<file path="config.mk">
export PLATFORM = sky130hd
export DESIGN_NAME = frame_source
export DESIGN_NICKNAME = d
export VERILOG_FILES = /design/src/rtl/frame_pkg.sv /design/src/rtl/functions_pkg.sv /design/src/rtl/vld_delay_line.sv /design/src/rtl/frame_source.sv
export SDC_FILE = /design/constraint.sdc
export NUM_CORES = 1
export LEC_CHECK = 0
export ABC_CLOCK_PERIOD_IN_PS = 2850
export BUFFER_PORTS_ARGS = -buffer_cell sky130_fd_sc_hd__clkbuf_2
export CAP_MARGIN = 40
export CORE_ASPECT_RATIO = 0.75
export CORE_UTILIZATION = 45
export DETAILED_ROUTE_END_ITERATION = 8
export GPL_TIMING_DRIVEN = 0
export PLACE_DENSITY = 0.71
export SYNTH_ARGS = -nofsm -noshare
export SYNTH_HDL_FRONTEND = slang
export SYNTH_SLANG_ARGS = --single-unit
</file>
<file path="constraint.sdc">
create_clock -name clk -period 2.85 [get_ports clk]
set_clock_uncertainty 0.2 [all_clocks]
set_input_delay 0.57 -clock clk [delete_from_list [all_inputs] [get_ports clk]]
set_output_delay 0.57 -clock clk [all_outputs]
set_load 0.05 [all_outputs]
</file>
<file path="src/rtl/frame_pkg.sv">
// Types and constants shared by the frame source and its helpers.
// Latency: n/a.
// Backpressure: n/a.
package frame_pkg;

    typedef enum logic [2:0] {
        IDLE,
        ROW,
        GAP,
        DRAIN,
        FIN
    } frame_src_state_t;

    // Deepest frame buffer read pipeline the source can align against.
    localparam int RD_LATENCY_MAX = 4;

endpackage

</file>
<file path="src/rtl/functions_pkg.sv">
// Shared elaboration-time helper functions.
// Latency: n/a (constant functions only).
// Backpressure: n/a.
package functions_pkg;

    // Ceiling log2; clog2(1) = 0.
    function automatic int clog2(input int value);
        int res;
        res = 0;
        while ((1 << res) < value) begin
            res = res + 1;
        end
        return res;
    endfunction

endpackage

</file>
<file path="src/rtl/vld_delay_line.sv">
// Fixed-depth shift register that keeps strobes/flags aligned with read data.
// Latency: DEPTH cycles from i_dat to o_dat.
// Backpressure: none; shifts every cycle.
//
// Ports: i_clk, i_reset (sync active-high, clears every stage),
//        i_dat (WIDTH bits in), o_dat (WIDTH bits out, DEPTH cycles later).
module vld_delay_line #(
    parameter int DEPTH = 1,
    parameter int WIDTH = 1
) (
    input  logic             i_clk,
    input  logic             i_reset,
    input  logic [WIDTH-1:0] i_dat,
    output logic [WIDTH-1:0] o_dat
);

    logic [WIDTH-1:0] r_sr [DEPTH];

    always_ff @(posedge i_clk) begin
        if (i_reset) begin
            for (int i = 0; i < DEPTH; i++) begin
                r_sr[i] <= '0;
            end
        end else begin
            r_sr[0] <= i_dat;
            for (int i = 1; i < DEPTH; i++) begin
                r_sr[i] <= r_sr[i-1];
            end
        end
    end

    assign o_dat = r_sr[DEPTH-1];

endmodule

</file>
<file path="src/rtl/frame_source.sv">
// Reads one frame row-major from a synchronous frame buffer and streams it out
// with a programmable idle gap after every row but the last.
// Latency: first rd_en 1 cycle after start; dout_vld RD_LATENCY after rd_en. No backpressure.
//
// Ports: clk, reset (sync active-high); frame_h/frame_w/row_gap/base_addr latched on
// an accepted start; busy, done (1-cycle pulse); rd_en/rd_addr/rd_data frame buffer
// port; fout_start/dout_vld/dout pixel stream (channel 0 in LSBs).
// Build option FRAME_SRC_EOL_EN adds dout_eol / dout_eof row and frame end markers.
module frame_source
    import functions_pkg::*;
    import frame_pkg::*;
#(
    parameter int FRAME_H_MAX = 224,
    parameter int FRAME_W_MAX = 224,
    parameter int DIN_WIDTH   = 8,
    parameter int CH_NUM      = 4,
    parameter int ADDR_WIDTH  = 16,
    parameter int RD_LATENCY  = 1,
    parameter int GAP_WIDTH   = 4
) (
    input  logic                          clk,
    input  logic                          reset,
    input  logic [clog2(FRAME_H_MAX):0]   frame_h,
    input  logic [clog2(FRAME_W_MAX):0]   frame_w,
    input  logic [GAP_WIDTH-1:0]          row_gap,
    input  logic [ADDR_WIDTH-1:0]         base_addr,
    input  logic                          start,
    output logic                          busy,
    output logic                          done,
    output logic                          rd_en,
    output logic [ADDR_WIDTH-1:0]         rd_addr,
    input  logic [CH_NUM*DIN_WIDTH-1:0]   rd_data,
    output logic                          fout_start,
    output logic                          dout_vld,
    output logic [CH_NUM*DIN_WIDTH-1:0]   dout
`ifdef FRAME_SRC_EOL_EN
    ,
    output logic                          dout_eol,
    output logic                          dout_eof
`endif
);

    localparam int HW    = clog2(FRAME_H_MAX) + 1;
    localparam int WW    = clog2(FRAME_W_MAX) + 1;
    localparam int DW    = CH_NUM * DIN_WIDTH;
    // One counter serves both the row gap and the drain wait.
    localparam int CNT_W = (GAP_WIDTH > clog2(RD_LATENCY_MAX)) ? GAP_WIDTH : clog2(RD_LATENCY_MAX);
`ifdef FRAME_SRC_EOL_EN
    localparam int DL_W  = 4;
`else
    localparam int DL_W  = 2;
`endif

    frame_src_state_t      r_state;
    logic [HW-1:0]         r_h;
    logic [HW-1:0]         r_row;
    logic [WW-1:0]         r_w;
    logic [WW-1:0]         r_col;
    logic [GAP_WIDTH-1:0]  r_gap;
    logic [CNT_W-1:0]      r_cnt;
    logic                  r_busy;
    logic                  r_done;
    logic                  r_rd_en;
    logic [ADDR_WIDTH-1:0] r_rd_addr;
    logic [DW-1:0]         r_dout_hold;

    logic                  w_last_col;
    logic                  w_last_row;
    logic                  w_first;
    logic [DL_W-1:0]       w_dl_in;
    logic [DL_W-1:0]       w_dl_out;
    logic [DW-1:0]         w_dout;

    // r_row/r_col always describe the read currently on the bus.
    assign w_last_col = (r_col == r_w - 1'b1);
    assign w_last_row = (r_row == r_h - 1'b1);
    assign w_first    = r_rd_en && (r_row == '0) && (r_col == '0);

    always_ff @(posedge clk) begin
        if (reset) begin
            r_state   <= IDLE;
            r_h       <= '0;
            r_row     <= '0;
            r_w       <= '0;
            r_col     <= '0;
            r_gap     <= '0;
            r_cnt     <= '0;
            r_busy    <= 1'b0;
            r_done    <= 1'b0;
            r_rd_en   <= 1'b0;
            r_rd_addr <= '0;
        end else begin
            case (r_state)
                // FIN has busy=0, so a start there chains the next frame directly.
                IDLE, FIN: begin
                    r_state <= IDLE;
                    r_done  <= 1'b0;
                    r_busy  <= 1'b0;
                    r_rd_en <= 1'b0;
                    if (start) begin
                        r_h   <= frame_h;
                        r_w   <= frame_w;
                        r_gap <= row_gap;
                        r_row <= '0;
                        r_col <= '0;
                        if (frame_h == '0 || frame_w == '0) begin
                            r_state <= FIN;
                            r_done  <= 1'b1;
                        end else begin
                            r_state   <= ROW;
                            r_busy    <= 1'b1;
                            r_rd_en   <= 1'b1;
                            r_rd_addr <= base_addr;
                        end
                    end
                end
                // Row-major addresses are contiguous, so each read is previous + 1.
                ROW: begin
                    if (w_last_col) begin
                        r_col <= '0;
                        if (w_last_row) begin
                            r_state <= DRAIN;
                            r_rd_en <= 1'b0;
                            r_cnt   <= CNT_W'(RD_LATENCY - 1);
                        end else begin
                            r_row <= r_row + 1'b1;
                            if (r_gap != '0) begin
                                r_state <= GAP;
                                r_rd_en <= 1'b0;
                                r_cnt   <= CNT_W'(r_gap) - 1'b1;
                            end else begin
                                r_rd_addr <= r_rd_addr + 1'b1;
                            end
                        end
                    end else begin
                        r_col     <= r_col + 1'b1;
                        r_rd_addr <= r_rd_addr + 1'b1;
                    end
                end
                GAP: begin
                    if (r_cnt == '0) begin
                        r_state   <= ROW;
                        r_rd_en   <= 1'b1;
                        r_rd_addr <= r_rd_addr + 1'b1;
                    end else begin
                        r_cnt <= r_cnt - 1'b1;
                    end
                end
                // Let the last read emerge from the buffer before signalling done.
                DRAIN: begin
                    if (r_cnt == '0) begin
                        r_state <= FIN;
                        r_done  <= 1'b1;
                        r_busy  <= 1'b0;
                    end else begin
                        r_cnt <= r_cnt - 1'b1;
                    end
                end
                default: begin
                    r_state <= IDLE;
                end
            endcase
        end
    end

`ifdef FRAME_SRC_EOL_EN
    assign w_dl_in = {w_last_col && w_last_row && r_rd_en, w_last_col && r_rd_en, w_first, r_rd_en};
`else
    assign w_dl_in = {w_first, r_rd_en};
`endif

    vld_delay_line #(
        .DEPTH (RD_LATENCY),
        .WIDTH (DL_W)
    ) u_dly (
        .i_clk   (clk),
        .i_reset (reset),
        .i_dat   (w_dl_in),
        .o_dat   (w_dl_out)
    );

    // Pixel passes through on its valid beat; otherwise the last pixel is held.
    assign w_dout = w_dl_out[0] ? rd_data : r_dout_hold;

    always_ff @(posedge clk) begin
        if (reset) begin
            r_dout_hold <= '0;
        end else begin
            r_dout_hold <= w_dout;
        end
    end

    assign busy       = r_busy;
    assign done       = r_done;
    assign rd_en      = r_rd_en;
    assign rd_addr    = r_rd_addr;
    assign dout_vld   = w_dl_out[0];
    assign fout_start = w_dl_out[1];
    assign dout       = w_dout;
`ifdef FRAME_SRC_EOL_EN
    assign dout_eol   = w_dl_out[2];
    assign dout_eof   = w_dl_out[3];
`endif

endmodule

</file>
==> results.json <==
{
  "outcome": "complete, but fails checks",
  "violations": "negative setup slack",
  "ant_nets": 0,
  "final.fill_count": 1020,
  "r2r-end": "r_row[3]",
  "worst_pin_slew_ns": 0.804,
  "vias_per_cell": 5.61,
  "setup_slack_ns": -0.0973,
  "ir_drop_v": 0.000286,
  "worstSetupPathType": "register to register",
  "mostFrequentLayoutCells": "clkbuf_2 (127), dfxtp_1 (91), nand2_1 (78), a21oi_1 (51), nor2b_1 (40)",
  "num_rows": 34,
  "synth_nets": 741,
  "slew_violations": 0,
  "p_leak_nw": 2.97,
  "layout_commonest_cell": "clkbuf_2",
  "sw_frac_of_total_pct": 33.3,
  "path_max_fanout": 7,
  "dpl.hpwl_um": 11000,
  "finalCritPeriodShare_pct": 103,
  "cts_sinks": 100,
  "multiInputGateArea_mm2": 0.00352,
  "portBuffers": 124,
  "finalPower_mw": 3.79,
  "wl_met1_um": 7220,
  "grt_pass1_wl_um": 24900,
  "reg2regPathDepth": 9,
  "numCtsBuffers": 9,
  "layout-drive-gt1-share_pct": 34.4,
  "drc": 0,
  "ys_ff_latch": 100,
  "postCtsHoldBufs": 0,
  "syn_avg_cell_area_um2": 8.14,
  "ys.warnings.count": 0,
  "async_flop_share_pct": 0,
  "clock_latency_ns": 0.35,
  "power.share.combinational_pct": 25.3,
  "holdPathEnd": "r_gap[1]",
  "min_from": "row_gap[1]",
  "worst_hold_slack_ns": 0.241,
  "power.share.clock_pct": 34.1,
  "fmax_mhz": 339,
  "power.density_mw_per_mm2": 524,
  "vias": 5534,
  "min_period_ns": 2.95,
  "routed_wl_um": 16300,
  "htree_levels": 3,
  "syn_area_mm2": 0.00536,
  "ios": 126,
  "overflow": 0,
  "rsz0062_at_grt": "yes",
  "synth_cells": 658,
  "yosysUniqueCellTypes": 63,
  "reg2reg_slack_ns": -0.1,
  "ys.flop_type": "dfxtp_1",
  "power.internal_mw": 2.53,
  "die_h_um": 96.5,
  "slew_headroom_pct": 46.4,
  "arrival_ns": 3.03,
  "start_util_pct": 46.1,
  "drtIter0Drc": 403,
  "synth_edf_count": 0,
  "route.met2.wl_um": 7650,
  "maxCapViolations": 0,
  "ff_latch_area_mm2": 0.00202,
  "grt_antenna_before_repair": 0,
  "cp.required_ns": 2.94,
  "hold_path_class": "input port to register",
  "critPathCaptureType": "register",
  "cts_buffer_depth": 2,
  "dr.pass1.iters": 5,
  "cts_root_buf": "clkbuf_16",
  "grt_use_total_pct": 25.5,
  "pwr-share-seq_pct": 40.6,
  "start_kind": "register",
  "die-area_mm2": 0.0123,
  "gp_congestion": 0.908,
  "tritoncts": "yes",
  "nets": 903,
  "p_switching_mw": 1.26,
  "hold_path_depth": 3,
  "clk_pin_slew_ns": 0.07,
  "r2r_start": "r_w[3]",
  "grt_pass1_vias": 5095,
  "core_area_mm2": 0.0116,
  "dr_wl_met3_um": 1190,
  "die_x_um": 128,
  "n_antenna_cell": 0,
  "route.top_layer_used": "met4",
  "hold_viol": 0,
  "syn_to_final_growth_pct": 35.1,
  "grt_max_degree": 19,
  "wl_per_cell_um": 16.5,
  "setup_violations": 17,
  "synth_seq_area_share_pct": 37.4
}
## area by class of cell
cell class | instances | area share [%]
tap | 162 | 2.80
timing repair buffer | 155 | 12.5
buffer | 34 | 2.68
clock buffer | 9 | 3.11
multi-input combinational | 497 | 48.6
inverter | 23 | 1.19
clock inverter | 7 | 1.14
sequential | 100 | 28.0
## per-layer routing
metal  up-vias  GRT usage [%]
met1      2626           35.0
li1       2657              -
met3        34           5.01
met4         0           7.75
met5         -              0
met2       217           40.8
## registers in the layout, indices dropped and copies added, names as in the netlist
register,count
r_dout_hold,32
rd_addr,16
r_col,9
r_h,9
r_row,9
r_w,9
r_cnt,4
r_gap,4
r_state,3
u_dly.r_sr,2
busy,1
done,1
rd_en,1
## synthesized netlist by cell type, types with 5 or more instances
cell type | count | area, um^2
dfxtp_1 | 100 | 2000
nand2_1 | 78 | 293
a21oi_1 | 57 | 285
nor2_1 | 43 | 161
nor2b_1 | 40 | 250
mux2_2 | 32 | 360
clkbuf_1 | 29 | 109
nor3_1 | 28 | 140
inv_1 | 22 | 82.6
nand3_1 | 21 | 105
o21ai_0 | 19 | 95.1
xnor2_1 | 18 | 158
o31ai_1 | 11 | 82.6
ha_1 | 10 | 125
nand2b_1 | 10 | 62.6
or3_1 | 10 | 62.6
and3_1 | 9 | 56.3
nand3b_1 | 8 | 60.1
a31oi_1 | 7 | 43.8
nor4_1 | 7 | 43.8
or4_1 | 7 | 52.6
xor2_1 | 7 | 61.3
a211oi_1 | 6 | 45.0
o21a_1 | 6 | 45.0
o32ai_1 | 6 | 52.6
a21o_1 | 5 | 37.5
a22oi_1 | 5 | 37.5
## worst max-delay path, stage by stage, from the launching register on
cell and delay [ns]:
dfxtp_4 0.36, or3_4 0.39, or3_4 0.39, a2111oi_4 0.33, and3_4 0.25, nand2_4 0.05, o31a_1 0.32, buf_4 0.17
or3_1 0.30, a21oi_1 0.12
## worst max-delay path by stage
stage,slack [ns],depth (start not counted),to,startpoint
CTS,-0.1,9,r_row[3],r_w[3]
global route,-0.18,8,r_row[4],r_w[3]
detailed placement,-0.53,13,rd_addr[7],r_h[1]
global placement,-0.49,13,rd_addr[12],r_h[1]
finish,-0.1,9,r_row[3],r_w[3]
floorplan,-0.01,13,rd_addr[15],r_h[1]
## timing repair
item                                    4_1_cts  5_1_grt
pin swaps                                    33       28
endpoints found under the setup margin       42       69
cloned                                        2        2
setup buffers                                23        5
gates resized for setup                      51       66
## per-stage QoR
stage                     util, %  setup TNS, ns  worst slack (ns)  std cells  area, um^2
after global routing         62.3          -4.04            -0.181        987        7240
after floorplan                 -        -0.0714           -0.0143        658        5380
after global placement       53.4         -11.31            -0.487        944        6200
final                        62.3         -0.892           -0.0973        987        7240
after detailed placement     53.4         -13.22            -0.534        944        6200
after CTS                    59.5         -0.395           -0.0959        984        6920
## logic make-up after synthesis
| group | synth area share (%) |
|---|---|
| muxes | 7.48 |
| and+or+nand+nor | 25.8 |
| xor gates and xnor gates | 4.09 |
| AOI/OAI and AO/OA | 18.4 |
| DFF | 37.4 |
| adders and majority gates | 2.34 |
| buffers and inverters | 4.55 |
## power groups by stage
stage          Sequential (mW)  Combinational, mW  Clock, mW
4_1_cts                   1.53              0.859       1.30
3_3_place_gp              1.56              0.740          0
2_1_floorplan             1.65              0.461          0
3_5_place_dp              1.57              0.759          0
5_1_grt                   1.55               1.02       1.36
6_report                  1.54              0.958       1.29
Power figures use the tool's default switching activity.
